--- config.mk ---
export PLATFORM = sky130hd
export DESIGN_NAME = laser_dual_cover
export DESIGN_NICKNAME = d
export VERILOG_FILES = /design/src/rtl/laser_dual_cover.sv
export SDC_FILE = /design/constraint.sdc
export NUM_CORES = 1
export LEC_CHECK = 0
export CAP_MARGIN = 30
export CORE_UTILIZATION = 65
export CTS_CLUSTER_DIAMETER = 200
export DETAILED_ROUTE_END_ITERATION = 10
export PLACE_DENSITY = 0.93
export SYNTH_ARGS = -nofsm -noshare
export SYNTH_HDL_FRONTEND = slang
export SYNTH_SLANG_ARGS = --single-unit
--- constraint.sdc ---
create_clock -name CLK -period 17.85 [get_ports CLK]
set_input_delay 5.355 -clock CLK [delete_from_list [all_inputs] [get_ports CLK]]
set_output_delay 5.355 -clock CLK [all_outputs]
set_load 0.05 [all_outputs]
--- src/rtl/laser_dual_cover.sv ---
// laser_dual_cover
//   Two-laser coverage engine. A frame of N_PTS points on a
//   2^COORD_W x 2^COORD_W grid is loaded. The engine then searches for two
//   circle centres of radius RADIUS that cover as many points as possible.
//
//   Search order:
//   - SWEEP1 sweeps C1 alone.
//   - After that, each pass fixes one centre and re-sweeps the other:
//     SWEEP2 moves C2, SWEEPA moves C1, and the two alternate.
//   - Each candidate takes N_PTS evaluation cycles, one point per cycle,
//     followed by one compare cycle.
//
//   Optional feature, macro LASER_EARLY_STOP_EN: when defined, the search ends
//   after the first refinement pass that brings no strict improvement.
//   Without it, exactly MAX_PASS refinement passes always run.
//
// Handshake: a point is taken on a rising CLK edge where IN_VALID and
//   IN_READY are both high. IN_READY is high only in LOAD. IN_VALID is
//   ignored in every other state.
//
// Ports:
//   CLK, RST            clock (rising edge), asynchronous active-high reset
//   IN_VALID, X, Y      point stream input
//   IN_READY            high while the engine is loading a frame
//   C1X, C1Y, C2X, C2Y  best centres, updated in the DONE cycle and then held
//   COVER               number of points covered by the union of C1 and C2
//   DONE                one-cycle result strobe
//   o_dbg_state         current FSM state: 0 LOAD, 1 SWEEP1, 2 SWEEP2,
//                       3 SWEEPA, 4 FINISH
module laser_dual_cover #(
  parameter int N_PTS    = 40,
  parameter int COORD_W  = 4,
  parameter int RADIUS   = 4,
  parameter int MAX_PASS = 4,
  localparam int CNT_W   = $clog2(N_PTS + 1)
) (
  input  logic               CLK,
  input  logic               RST,
  input  logic               IN_VALID,
  input  logic [COORD_W-1:0] X,
  input  logic [COORD_W-1:0] Y,
  output logic               IN_READY,
  output logic [COORD_W-1:0] C1X,
  output logic [COORD_W-1:0] C1Y,
  output logic [COORD_W-1:0] C2X,
  output logic [COORD_W-1:0] C2Y,
  output logic [CNT_W-1:0]   COVER,
  output logic               DONE,
  output logic [2:0]         o_dbg_state
);

  localparam int PI_W   = (N_PTS > 1) ? $clog2(N_PTS) : 1;
  localparam int PASS_W = $clog2(MAX_PASS + 1);
  localparam int SQ_W   = 2 * COORD_W;
  localparam int SUM_W  = 2 * COORD_W + 1;
  localparam int unsigned R2 = RADIUS * RADIUS;
  localparam logic [COORD_W-1:0] MAXC = '1;

  typedef enum logic [2:0] {
    S_LOAD   = 3'd0,
    S_SWEEP1 = 3'd1,
    S_SWEEP2 = 3'd2,
    S_SWEEPA = 3'd3,
    S_FINISH = 3'd4
  } state_t;

  state_t r_state, w_next;

  logic [COORD_W-1:0] r_px [N_PTS];
  logic [COORD_W-1:0] r_py [N_PTS];
  logic [CNT_W-1:0]   r_ld_cnt, r_idx, r_cnt, r_best_cnt, r_out_cover;
  logic [COORD_W-1:0] r_cand_x, r_cand_y;
  logic [COORD_W-1:0] r_best_c1x, r_best_c1y, r_best_c2x, r_best_c2y;
  logic [COORD_W-1:0] r_out_c1x, r_out_c1y, r_out_c2x, r_out_c2y;
  logic [PASS_W-1:0]  r_pass;
  logic               r_improved;

  logic               w_in_sweep, w_accept, w_load_done, w_cmp, w_better;
  logic               w_sweep_end, w_stop, w_hit;
  logic [COORD_W-1:0] w_px, w_py, w_fx, w_fy;

  // Exact squared distance test. Nothing is truncated, so the edge case
  // dist^2 == RADIUS^2 counts as inside.
  function automatic logic f_inside(input logic [COORD_W-1:0] px, py, cx, cy);
    logic [COORD_W-1:0] dx, dy;
    logic [SQ_W-1:0]    ex, ey;
    logic [SUM_W-1:0]   s;
    dx = (px >= cx) ? px - cx : cx - px;
    dy = (py >= cy) ? py - cy : cy - py;
    ex = {{COORD_W{1'b0}}, dx};
    ey = {{COORD_W{1'b0}}, dy};
    s  = {1'b0, ex * ex} + {1'b0, ey * ey};
    return (32'(s) <= R2);
  endfunction

  assign w_in_sweep  = (r_state == S_SWEEP1) || (r_state == S_SWEEP2) ||
                       (r_state == S_SWEEPA);
  assign w_accept    = IN_VALID && (r_state == S_LOAD);
  assign w_load_done = w_accept && (r_ld_cnt == CNT_W'(N_PTS - 1));
  // r_idx == N_PTS marks the compare cycle that follows the N_PTS point cycles.
  assign w_cmp       = w_in_sweep && (r_idx == CNT_W'(N_PTS));
  assign w_better    = w_cmp && (r_cnt > r_best_cnt);
  assign w_sweep_end = w_cmp && (r_cand_x == MAXC) && (r_cand_y == MAXC);

  // The improvement found in the final compare cycle of a pass must count
  // too, because r_improved only registers it on that same edge.
`ifdef LASER_EARLY_STOP_EN
  assign w_stop = (r_pass == PASS_W'(MAX_PASS)) || !(r_improved || w_better);
`else
  assign w_stop = (r_pass == PASS_W'(MAX_PASS));
`endif

  // The compare cycle may read one slot beyond the frame. That value is unused.
  assign w_px = r_px[r_idx[PI_W-1:0]];
  assign w_py = r_py[r_idx[PI_W-1:0]];
  // The fixed centre is C2 while C1 is re-swept, and C1 otherwise.
  assign w_fx = (r_state == S_SWEEPA) ? r_best_c2x : r_best_c1x;
  assign w_fy = (r_state == S_SWEEPA) ? r_best_c2y : r_best_c1y;
  // SWEEP1 counts single-circle hits. The refinement passes count the union.
  assign w_hit = f_inside(w_px, w_py, r_cand_x, r_cand_y) ||
                 ((r_state != S_SWEEP1) && f_inside(w_px, w_py, w_fx, w_fy));

  always_ff @(posedge CLK or posedge RST) begin
    if (RST) r_state <= S_LOAD;
    else     r_state <= w_next;
  end

  always_comb begin
    w_next      = r_state;
    IN_READY    = (r_state == S_LOAD);
    DONE        = (r_state == S_FINISH);
    C1X         = r_out_c1x;
    C1Y         = r_out_c1y;
    C2X         = r_out_c2x;
    C2Y         = r_out_c2y;
    COVER       = r_out_cover;
    o_dbg_state = r_state;
    case (r_state)
      S_LOAD:   if (w_load_done) w_next = S_SWEEP1;
      S_SWEEP1: if (w_sweep_end) w_next = S_SWEEP2;
      S_SWEEP2: if (w_sweep_end) w_next = w_stop ? S_FINISH : S_SWEEPA;
      S_SWEEPA: if (w_sweep_end) w_next = w_stop ? S_FINISH : S_SWEEP2;
      S_FINISH: begin
        w_next = S_LOAD;
        // The result is shown directly from the best registers in the DONE
        // cycle, because the last compare may have updated them on the
        // edge that entered FINISH.
        C1X    = r_best_c1x;
        C1Y    = r_best_c1y;
        C2X    = r_best_c2x;
        C2Y    = r_best_c2y;
        COVER  = r_best_cnt;
      end
      default:  w_next = S_LOAD;
    endcase
  end

  // The point buffer has no reset. A new frame always overwrites every slot.
  always_ff @(posedge CLK) begin
    if (w_accept) begin
      r_px[r_ld_cnt[PI_W-1:0]] <= X;
      r_py[r_ld_cnt[PI_W-1:0]] <= Y;
    end
  end

  always_ff @(posedge CLK or posedge RST) begin
    if (RST) begin
      r_ld_cnt    <= '0;
      r_idx       <= '0;
      r_cnt       <= '0;
      r_best_cnt  <= '0;
      r_cand_x    <= '0;
      r_cand_y    <= '0;
      r_best_c1x  <= '0;
      r_best_c1y  <= '0;
      r_best_c2x  <= '0;
      r_best_c2y  <= '0;
      r_out_c1x   <= '0;
      r_out_c1y   <= '0;
      r_out_c2x   <= '0;
      r_out_c2y   <= '0;
      r_out_cover <= '0;
      r_pass      <= '0;
      r_improved  <= 1'b0;
    end else begin
      case (r_state)
        S_LOAD: begin
          if (w_accept) r_ld_cnt <= r_ld_cnt + 1'b1;
          if (w_load_done) begin
            // Entering SWEEP1. Clear the best result and restart the raster.
            r_ld_cnt   <= '0;
            r_idx      <= '0;
            r_cnt      <= '0;
            r_best_cnt <= '0;
            r_best_c1x <= '0;
            r_best_c1y <= '0;
            r_best_c2x <= '0;
            r_best_c2y <= '0;
            r_cand_x   <= '0;
            r_cand_y   <= '0;
            r_pass     <= '0;
            r_improved <= 1'b0;
          end
        end
        S_SWEEP1, S_SWEEP2, S_SWEEPA: begin
          if (!w_cmp) begin
            r_cnt <= r_cnt + {{(CNT_W-1){1'b0}}, w_hit};
            r_idx <= r_idx + 1'b1;
          end else begin
            r_idx <= '0;
            r_cnt <= '0;
            if (w_better) begin
              r_best_cnt <= r_cnt;
              r_improved <= 1'b1;
              if (r_state == S_SWEEP2) begin
                r_best_c2x <= r_cand_x;
                r_best_c2y <= r_cand_y;
              end else begin
                r_best_c1x <= r_cand_x;
                r_best_c1y <= r_cand_y;
              end
            end
            // Raster step: x is the inner index. (max,max) wraps back to (0,0),
            // which is the starting point of the next sweep.
            if (r_cand_x == MAXC) begin
              r_cand_x <= '0;
              r_cand_y <= r_cand_y + 1'b1;
            end else begin
              r_cand_x <= r_cand_x + 1'b1;
            end
            if (w_sweep_end) begin
              r_pass     <= r_pass + 1'b1;
              r_improved <= 1'b0;
            end
          end
        end
        S_FINISH: begin
          r_out_c1x   <= r_best_c1x;
          r_out_c1y   <= r_best_c1y;
          r_out_c2x   <= r_best_c2x;
          r_out_c2y   <= r_best_c2y;
          r_out_cover <= r_best_cnt;
        end
        default: ;
      endcase
    end
  end

endmodule
==> summary.md, run 1 <==
| Metric | Value |
|---|---|
| Clock Tree Root | `clkbuf_16` |
| Row count | `61` |
| Mapped Cells | `1218` |
| CTS tree | `done` |
| Ys async rst share | `about a fifth` |
| Placed Area | `19400 um^2` |
| Max-Cap Viols | `0` |
| Status | `complete, no violations` |
| Reg clk slew, reported paths | `~0.06 ns` |
| Worst-path maximum fanout | `45` |
| CTS max path bufs | `3` |
| Fmax | `0.105 GHz` |
| Die height | `171 um` |
| Crit Path Category | `reg -> reg` |
| Final setup violation count | `0` |
| Kind of start point of the critical path | `flop` |
| GRT Total Usage | `34.2%` |
| Area of the core | `28000 um^2` |
| Number of detailed-route iterations in the first pass | `6` |
| Vias per inst | `7.15` |
| Flops & latches, synth | `396` |
| WHS | `0.504 ns` |
| Fin Setup TNS | `0 ns` |
| Post-Syn Area | `18600 um^2` |
| Die Area | `a little under 30000 um^2` |
| Layout Skew | `roughly 0.027 ns` |
| Yosys warning count | `0` |
| H-tree depth | `2` |
| Vias | `11900` |
| Die Wd | `171 um` |
| First-pass GRT wire length | `72500 um` |
| Initial drt markers | `1761` |
| RSZ-0062 raised after global routing | `no` |
| GR Overflow Total | `0` |
| Worst Tran Pin Value | `around 1.1 ns` |
| # nets final | `1380` |
| Post-CTS Setup Bufs | `0` |
| DR DRC count | `0` |
| Synth unique cells | `69` |
| Fill cell count | `around 1500` |
| Worst-Skew Late Latency | `0.56 ns` |
| Area taken by flip-flops and latches | `11500 um^2` |
| Diode count | `0` |
| Vias in the first global route | `12000` |
| Final min period | `9.48 ns` |
| Hold buffer count at CTS | `0` |
| Initial antenna violation count | `0` |
| Clock sinks | `396` |
| Ports | `38` |
| Dominant synthesized flop cell | `edfxtp_1` |
| WP data required | `18.28 ns` |
| Worst endpoint data arrival time | `slightly below 10 ns` |
| Hold crit path type | `reg -> reg` |
| Critical Path Sink Type | `flop` |
| Post-Route WL | `~49000 um` |
| Fin area | `20600 um^2` |
| Final hold violation count | `0` |
| Syn Nets | `between 1000 and 1500` |
| Port-buffer cells | `37` |
| Fin crit share | `between 50 and 60%` |
| Slew Limit Fails | `0` |
| Syn-to-layout area delta | `10.6%` |
| CTS Buf Count | `38` |
| Post-synth EDFFs | `between 300 and 400` |
| Synth Area per Inst | `15.3 um^2` |
| Multi-input logic area | `6540 um^2` |
| Hpwl dp | `28100 um` |
| Per-cell routed wire length | `approximately 29 um` |
| Gp weighted congestion | `0.930` |
| Initial cell density of the core | `66.6%` |
| Post-cts sizing count | `0` |
| Max-slew headroom | `26.1%` |
| Share of cells above drive strength 1 | `16.3%` |
| Largest net degree at the start of global routing | `61` |
| Sequential share of the synthesized area | `61.7%` |
| ANT nets after route | `0` |
==> synth_stat cells (all sizes together) (12+ instances only) <==
master	instances	area, um^2
mux2i	21	210
fa	30	601
mux4	82	1850
nor3	18	95.1
nand2	80	300
ha	77	963
nor2	76	285
a22o	12	105
clkbuf	25	95.1
a21o	12	90.1
o22ai	19	119
dfrtp	76	1900
a21oi	34	170
o21ai	35	175
mux2	31	349
edfxtp	320	9610
nand3	12	65.1
inv	83	312
buf	27	198
==> cells in the final DEF, fill, tap and decap left out, types with 19 or more instances in the layout <==
cell type / instances
a21oi_1: 34
clkbuf_16: 38
clkdlybuf4s50_1: 37
dfrtp_1: 74
edfxtp_1: 320
fa_1: 30
ha_1: 77
inv_1: 82
mux2_2: 31
mux2i_1: 21
mux4_2: 82
nand2_1: 80
nor2_1: 76
o21ai_0: 22
o22ai_1: 19
==> final cells by class <==
cell class	count	area share [%]
clock buffers	47	4.78
clock inverters	23	1.16
inverters	84	1.53
multi-input cells	686	31.7
flip-flops and latches	396	55.9
well taps	378	2.29
repair buffers	56	2.68
==> metal layers <==
layer  share of wire, %  vias up  global-route usage [%]  wire length (um)
li1                   -     4693                       -                 -
met1                 33     5804                    42.2             16200
met2                 48     1121                    56.2             23500
met3                 11      319                    7.41              5480
met4                7.0        0                    19.9              3410
met5                  0        -                       0                 0
==> cells by family after synthesis <==
family	Yosys count	synth area share, %
buf+inv	136	3.26
xor+xnor	15	0.704
mux	134	12.9
flops	396	61.7
compound gates	181	6.45
simple gates	249	6.57
fa+ha+maj	107	8.39
==> flip-flops by register name, summed over array words and instances (netlist names), 6 cells and up <==
signal       cells
r_idx            6
r_px           160
r_out_cover      6
r_best_cnt       6
r_py           160
r_ld_cnt         6
r_cnt            6
==> final timing paths <==
check	slack, ns	endpoint	depth (start not counted)	start
setup / recovery	8.37	r_cnt[4]	27	r_idx[0]
hold / removal	0.50	r_out_c2y[0]	1	r_out_c2y[0]
setup reg to reg	8.37	r_cnt[4]	27	r_idx[0]
hold reg to reg	0.50	r_out_c2y[0]	1	r_out_c2y[0]
max in group asynchronous	11.56	r_idx[1]	3	RST
min in group asynchronous	5.10	r_out_cover[2]	2	RST
==> stage by stage <==
stage               std cells  setup slack [ns]  util (%)
floorplan                1218             10.38         -
global placement         1596              8.79      69.0
detailed placement       1597              8.60      69.1
CTS                      1667              8.45      73.5
global route             1670              7.86      73.6
finish                   1670              8.37      73.6
==> worst max-delay path: stages (launching register included) <==
cell and delay (ns):
dfrtp_4 0.77, buf_4 0.75, or4_1 0.44, o22ai_1 0.21, nor3_1 0.59, o31ai_1 0.27
ha_1 0.30, fa_1 0.38, a21boi_0 0.15, o211ai_1 0.27, mux2i_1 0.26, xnor2_1 0.23
nand2b_1 0.18, fa_1 0.44, fa_1 0.48, fa_1 0.55, inv_1 0.05, fa_1 0.55
ha_1 0.18, inv_1 0.06, fa_1 0.48, o22ai_1 0.08, o41ai_1 0.67, ha_1 0.33
ha_1 0.24, a31oi_1 0.13, o21ai_1 0.19, o21ai_1 0.10
Power of run 1 is left out: the tool's default activity adds up to more than one toggle a clock period on the data nets, which glitch-free logic cannot reach.
==> run 2: changes to the inputs <==
Settings changed: CORE_UTILIZATION 65 to 62, PLACE_DENSITY 0.93 to 0.89.
Clock period 17.85 ns to 9 ns, I/O delays scaled along.
==> run 2 against run 1 <==
  * Sequential share of layout area is 0.60 points lower
  * Hold slack lost 0.0093 ns
  * Global-route usage down 3.5 points
  * Register-to-register slack got worse by 8.1 ns
  * Non-clock buffer count grew 19
  * Wire length shrank 4.7%
  * Maximum frequency grew 8.6%
  * Die area is 4.8% higher
  * First-iteration DRC count is 17% lower
  * Highest routed layer unchanged
  * Critical path depth unchanged
  * Final area rose by 1.1%
==> summary.md, run 2 (synthesis results as in run 1) <==
| Metric | Value |
|---|---|
| Util after Layout | `70.3% (-3.3 points)` |
| Worst-path maximum fanout | `26 (-42%)` |
| Fin crit share | `97.0% (+44 points)` |
| Worst-Skew Late Latency | `0.55 ns (about the same)` |
| Reg clk slew, reported paths | `0.06 ns (about the same)` |
| CTS tree | `done` |
| Hold Startpoint | `r_out_c1y[3]` |
| GR Overflow Total | `0 (unchanged)` |
| Hold crit path type | `reg -> reg` |
| Die Wd | `175 um (+2.4%)` |
| Per-cell routed wire length | `27.3 um (-6.3%)` |
| Port-buffer cells | `37 (unchanged)` |
| Row count | `63 (+3.3%)` |
| Layout Skew | `0.0297 ns (+0.00298 ns)` |
| H-tree depth | `2 (unchanged)` |
| Crit Path Category | `reg -> reg` |
| Max-slew headroom | `30.8% (+4.6 points)` |
| Hold buffer count at CTS | `0 (unchanged)` |
| Die height | `175 um (+2.4%)` |
| Setup crit start | `r_idx[2]` |
| CTS max path bufs | `3 (unchanged)` |
| Vias in the first global route | `11800 (-2.1%)` |
| Initial cell density of the core | `62.9% (-3.7 points)` |
| Most frequent cells in the layout | `edfxtp_1 (320), inv_1 (82), mux4_2 (82)` |
| Vias per inst | `6.86 (-4.1%)` |
| Share of cells above drive strength 1 | `17.3% (+0.95 points)` |
| Largest net degree at the start of global routing | `77 (+26%)` |
| ANT nets after route | `0 (unchanged)` |
| Initial drt markers | `1457 (-17%)` |
| Worst Tran Pin Value | `1.04 ns (-0.0694 ns)` |
| Clock Tree Root | `clkbuf_16` |
| Die Area | `30800 um^2 (+4.8%)` |
| Final setup violation count | `0 (unchanged)` |
| WP data required | `9.39 ns (-8.89 ns)` |
| Placed Cells | `1628 (+1.9%)` |
| Most common cell after layout, fill and taps aside | `edfxtp_1` |
| Post-Route WL | `46300 um (-4.7%)` |
| WHS | `0.494 ns (-0.00932 ns)` |
| Diode count | `0 (unchanged)` |
| Clock sinks | `396 (unchanged)` |
| Fmax | `0.115 GHz (+8.6%)` |
| Hpwl dp | `28100 um (+0.31%)` |
| Status | `complete, no violations` |
| Initial antenna violation count | `0 (unchanged)` |
| DR DRC count | `0 (unchanged)` |
| Area taken by flip-flops and latches | `11500 um^2 (unchanged)` |
| Number of detailed-route iterations in the first pass | `6 (unchanged)` |
| Multi-input logic area | `6540 um^2 (+0.11%)` |
| Gp weighted congestion | `0.919 (-1.1%)` |
| Non-filler instance count after layout | `1698 (+1.7%)` |
| RSZ-0062 raised after global routing | `no` |
| Fin Setup TNS | `0 ns (unchanged)` |
| Fill cell count | `1755 (+16%)` |
| CTS Buf Count | `38 (unchanged)` |
| Final hold violation count | `0 (unchanged)` |
| Ports | `38 (unchanged)` |
| Syn-to-layout area delta | `11.8%` |
| Max-Cap Viols | `0 (unchanged)` |
| Slew Limit Fails | `0 (unchanged)` |
| Vias | `11600 (-2.5%)` |
| Critical Path Sink Type | `flop` |
| # nets final | `1399 (+1.4%)` |
| Final min period | `8.73 ns (-0.752 ns)` |
| Kind of start point of the critical path | `flop` |
| First-pass GRT wire length | `70200 um (-3.0%)` |
| Area of the core | `29600 um^2 (+5.8%)` |
| Worst endpoint data arrival time | `9.12 ns (-0.79 ns)` |
| GRT Total Usage | `30.7% (-3.5 points)` |
| Reg2reg start | `r_idx[2]` |
-- run 2: cell types whose count changed in the layout (fill, tap and decap cells not counted), moves of 2 or more --
cell	change
bufinv_16	+3
clkinv_2	-7
clkinvlp_2	+2
clkinv_1	+4
buf_2	+4
buf_12	+3
clkbuf_1	-2
buf_4	+11
-- run 2: per-layer routing --
metal	routed length (um)	global-route usage, %	part of all wire [%]	up-vias
met1	16600	40.5	36	5815
li1	-	-	-	4746
met5	0	0	0	-
met2	22500	50.1	48	889
met3	5050	6.75	11	193
met4	2200	12.4	4.7	0
-- run 2: path summary, 6_finish.rpt --
path | end | slack (ns) | cells past startpoint
min reg2reg | r_out_c1y[3] | 0.49 | 1
min in group asynchronous | r_out_cover[2] | 2.76 | 3
max | r_cnt[5] | 0.27 | 27
min | r_out_c1y[3] | 0.49 | 1
max in group asynchronous | r_idx[0] | 5.52 | 3
max reg2reg | r_cnt[5] | 0.27 | 27
-- run 2: cell type report --
type | instances | share of cell area, %
clock inverter | 22 | 1.30
timing repair buffer | 75 | 3.51
sequential | 396 | 55.3
tap | 390 | 2.34
multi-input combinational | 686 | 31.4
inverter | 84 | 1.51
clock buffer | 45 | 4.69
-- run 2: what timing repair did --
item / CTS / global route
endpoints found under the hold margin: 0 / 0
buffers inserted: 0 / 1
resized for setup: 0 / 1
setup endpoints to repair: 0 / 5
-- run 2: per-stage QoR --
stage / instance area [um^2] / setup slack, ns
finish: 20800 / 0.270
global route: 20800 / 0.00483
CTS: 20800 / 0.0337
detailed placement: 19600 / 0.167
global placement: 19500 / 0.328
floorplan: 18600 / 1.62
-- run 2: worst max-delay path: stages, from the launching register on --
cell and delay, ns:
dfrtp_1 1.02, or4_1 0.47, o22ai_1 0.20, nor3_1 0.52, o31ai_1 0.25, ha_1 0.29
fa_1 0.39, a21boi_0 0.15, o211ai_1 0.29, mux2i_1 0.26, xnor2_1 0.23, nand2b_1 0.18
fa_1 0.42, fa_1 0.47, fa_1 0.56, inv_1 0.06, fa_1 0.54, ha_1 0.18
inv_1 0.06, fa_1 0.47, o22ai_1 0.10, o41ai_2 0.58, buf_4 0.20, ha_1 0.15
and3_1 0.20, nand3_1 0.10, xor2_1 0.15, o21ai_0 0.08
Power of run 2 is left out for the same reason.
==> run 3: changes to the inputs <==
Settings changed: CORE_ASPECT_RATIO set to 1.4.
==> run 3 against run 2 <==
  * Clock skew shrank 0.015 ns
  * Via count shrank 4.0%
  * Critical path depth grew 4
  * Wire length shrank 6.3%
  * Critical path type unchanged
==> summary.md, run 3 (synthesis results as in run 1) <==
| Metric | Value |
|---|---|
| WHS | `0.496 ns (+0.00148 ns)` |
| Per-cell routed wire length | `25.9 um (-5.0%)` |
| Worst-path maximum fanout | `31 (+19%)` |
| Syn-to-layout area delta | `10.6%` |
| H-tree depth | `2 (unchanged)` |
| Most frequent cells in the layout | `edfxtp_1 (320), inv_1 (82), mux4_2 (82)` |
| Max-Cap Viols | `0 (unchanged)` |
| Critical Path Sink Type | `flop` |
| Reg clk slew, reported paths | `0.07 ns (about the same)` |
| Most used cell, CP | `fa_1` |
| RSZ-0062 raised after global routing | `no` |
| Hold crit path type | `reg -> reg` |
| GR Overflow Total | `0 (unchanged)` |
| Reg2reg start | `r_idx[1]` |
| Clock Tree Root | `clkbuf_16` |
| Area of the core | `29400 um^2 (-0.97%)` |
| Row count | `74 (+17%)` |
| Die height | `207 um (+18%)` |
| Critical Path Max Stage Delay | `0.74 ns (-0.28 ns)` |
| Max-slew headroom | `35.7% (+4.9 points)` |
| WP data required | `9.38 ns (about the same)` |
| M2 GR Usage | `49.8% (-0.37 points)` |
| ANT nets after route | `0 (unchanged)` |
| CTS Buf Count | `36 (-5.3%)` |
| Final hold violation count | `0 (unchanged)` |
| Number of detailed-route iterations in the first pass | `5 (-1)` |
| CTS max path bufs | `3 (unchanged)` |
| Largest net degree at the start of global routing | `77 (unchanged)` |
| Placed Cells | `1607 (-1.3%)` |
| Setup crit start | `r_idx[1]` |
| Initial cell density of the core | `63.5% (+0.62 points)` |
| Clock sinks | `396 (unchanged)` |
| First-pass GRT wire length | `67100 um (-4.5%)` |
| Critical path's top delay family | `adder cells` |
| Fill cell count | `1735 (-1.1%)` |
| Die Wd | `149 um (-15%)` |
| Fin crit share | `94.7% (-2.3 points)` |
| Vias | `11200 (-4.0%)` |
| Port-buffer cells | `37 (unchanged)` |
| Non-filler instance count after layout | `1676 (-1.3%)` |
| Hpwl dp | `28100 um (-0.22%)` |
| Diode count | `0 (unchanged)` |
| Vias per inst | `6.67 (-2.7%)` |
| GR peak layer | `met2` |
| Hold buffer count at CTS | `0 (unchanged)` |
| Initial drt markers | `1052 (-28%)` |
| DR DRC count | `0 (unchanged)` |
| Initial antenna violation count | `0 (unchanged)` |
| Fin Setup TNS | `0 ns (unchanged)` |
| Hold Startpoint | `r_out_c1x[0]` |
| Worst endpoint data arrival time | `8.90 ns (-0.22 ns)` |
| Worst-Skew Late Latency | `0.54 ns (about the same)` |
| Post-Route WL | `43400 um (-6.3%)` |
| Ports | `38 (unchanged)` |
| Most common cell after layout, fill and taps aside | `edfxtp_1` |
| CP bufs+invs | `6 (+3)` |
| Worst Tran Pin Value | `0.957 ns (-0.0812 ns)` |
| Kind of start point of the critical path | `flop` |
| Met3 usage | `4.97% (-1.8 points)` |
| Status | `complete, no violations` |
| Layout Skew | `0.0149 ns (-0.0148 ns)` |
| GR Util met1 | `35.5% (-5.0 points)` |
| Vias in the first global route | `11600 (-1.9%)` |
| Slew Limit Fails | `0 (unchanged)` |
| CTS tree | `done` |
| Gp weighted congestion | `0.893 (-2.9%)` |
| Final min period | `8.52 ns (-0.210 ns)` |
| Crit-path slowest cell | `dfrtp_4` |
| # nets final | `1386 (-0.93%)` |
| Share of cells above drive strength 1 | `16.8% (-0.46 points)` |
| Die Area | `30800 um^2 (about the same)` |
| Fmax | `0.117 GHz (+2.5%)` |
| Final setup violation count | `0 (unchanged)` |
| GRT Total Usage | `29.4% (-1.3 points)` |
| Util after Layout | `70.3% (about the same)` |
| Crit Path Category | `reg -> reg` |
-- run 3: changes by cell type in the layout (fill, tap and decap cells not counted), sizes merged --
| cell | before | now |
|---|---|---|
| clkinv | 12 | 20 |
| bufinv | 6 | 3 |
| clkbuf | 45 | 39 |
| inv | 83 | 86 |
| buf | 38 | 27 |
| clkinvlp | 5 | 2 |
-- run 3: what timing repair did --
item | in CTS | in global routing
setup buffers | 0 | 1
endpoints found under the setup margin | 0 | 4
resized for setup | 0 | 1
-- run 3: area by class of cell --
class                           instances  area (um^2)  share of cell area, %
Multi-Input combinational cell        686         6540                   31.7
Clock buffer                           39          933                   4.53
Clock inverter                         27          223                   1.08
Inverter                               84          315                   1.53
Sequential cell                       396        11500                   55.9
Timing Repair Buffer                   64          616                   2.99
Tap cell                              380          475                   2.31
-- run 3: final timing paths --
path,end,slack (ns),cells past startpoint
worst max-delay path,r_cnt[5],0.48,31
worst min-delay path,r_out_c1x[0],0.50,1
worst max register to register,r_cnt[5],0.48,31
worst min register to register,r_out_c1x[0],0.50,1
max in group asynchronous,r_idx[0],5.47,3
min in group asynchronous,r_cnt[5],2.82,3
-- run 3: per-layer routing --
layer,share of wire (%),routed length (um),vias up
met5,0,0,-
met4,6.6,2860,0
met3,7.4,3190,193
met2,51,22100,679
met1,35,15300,5593
li1,-,-,4712
-- run 3: stage by stage --
stage | setup WS, ns | instance area (um^2)
after detailed placement | 0.386 | 19400
final | 0.479 | 20600
after global routing | 0.0343 | 20600
after CTS | 0.223 | 20600
after global placement | 0.593 | 19400
after floorplan | 1.62 | 18600
Power of run 3 is left out for the same reason.
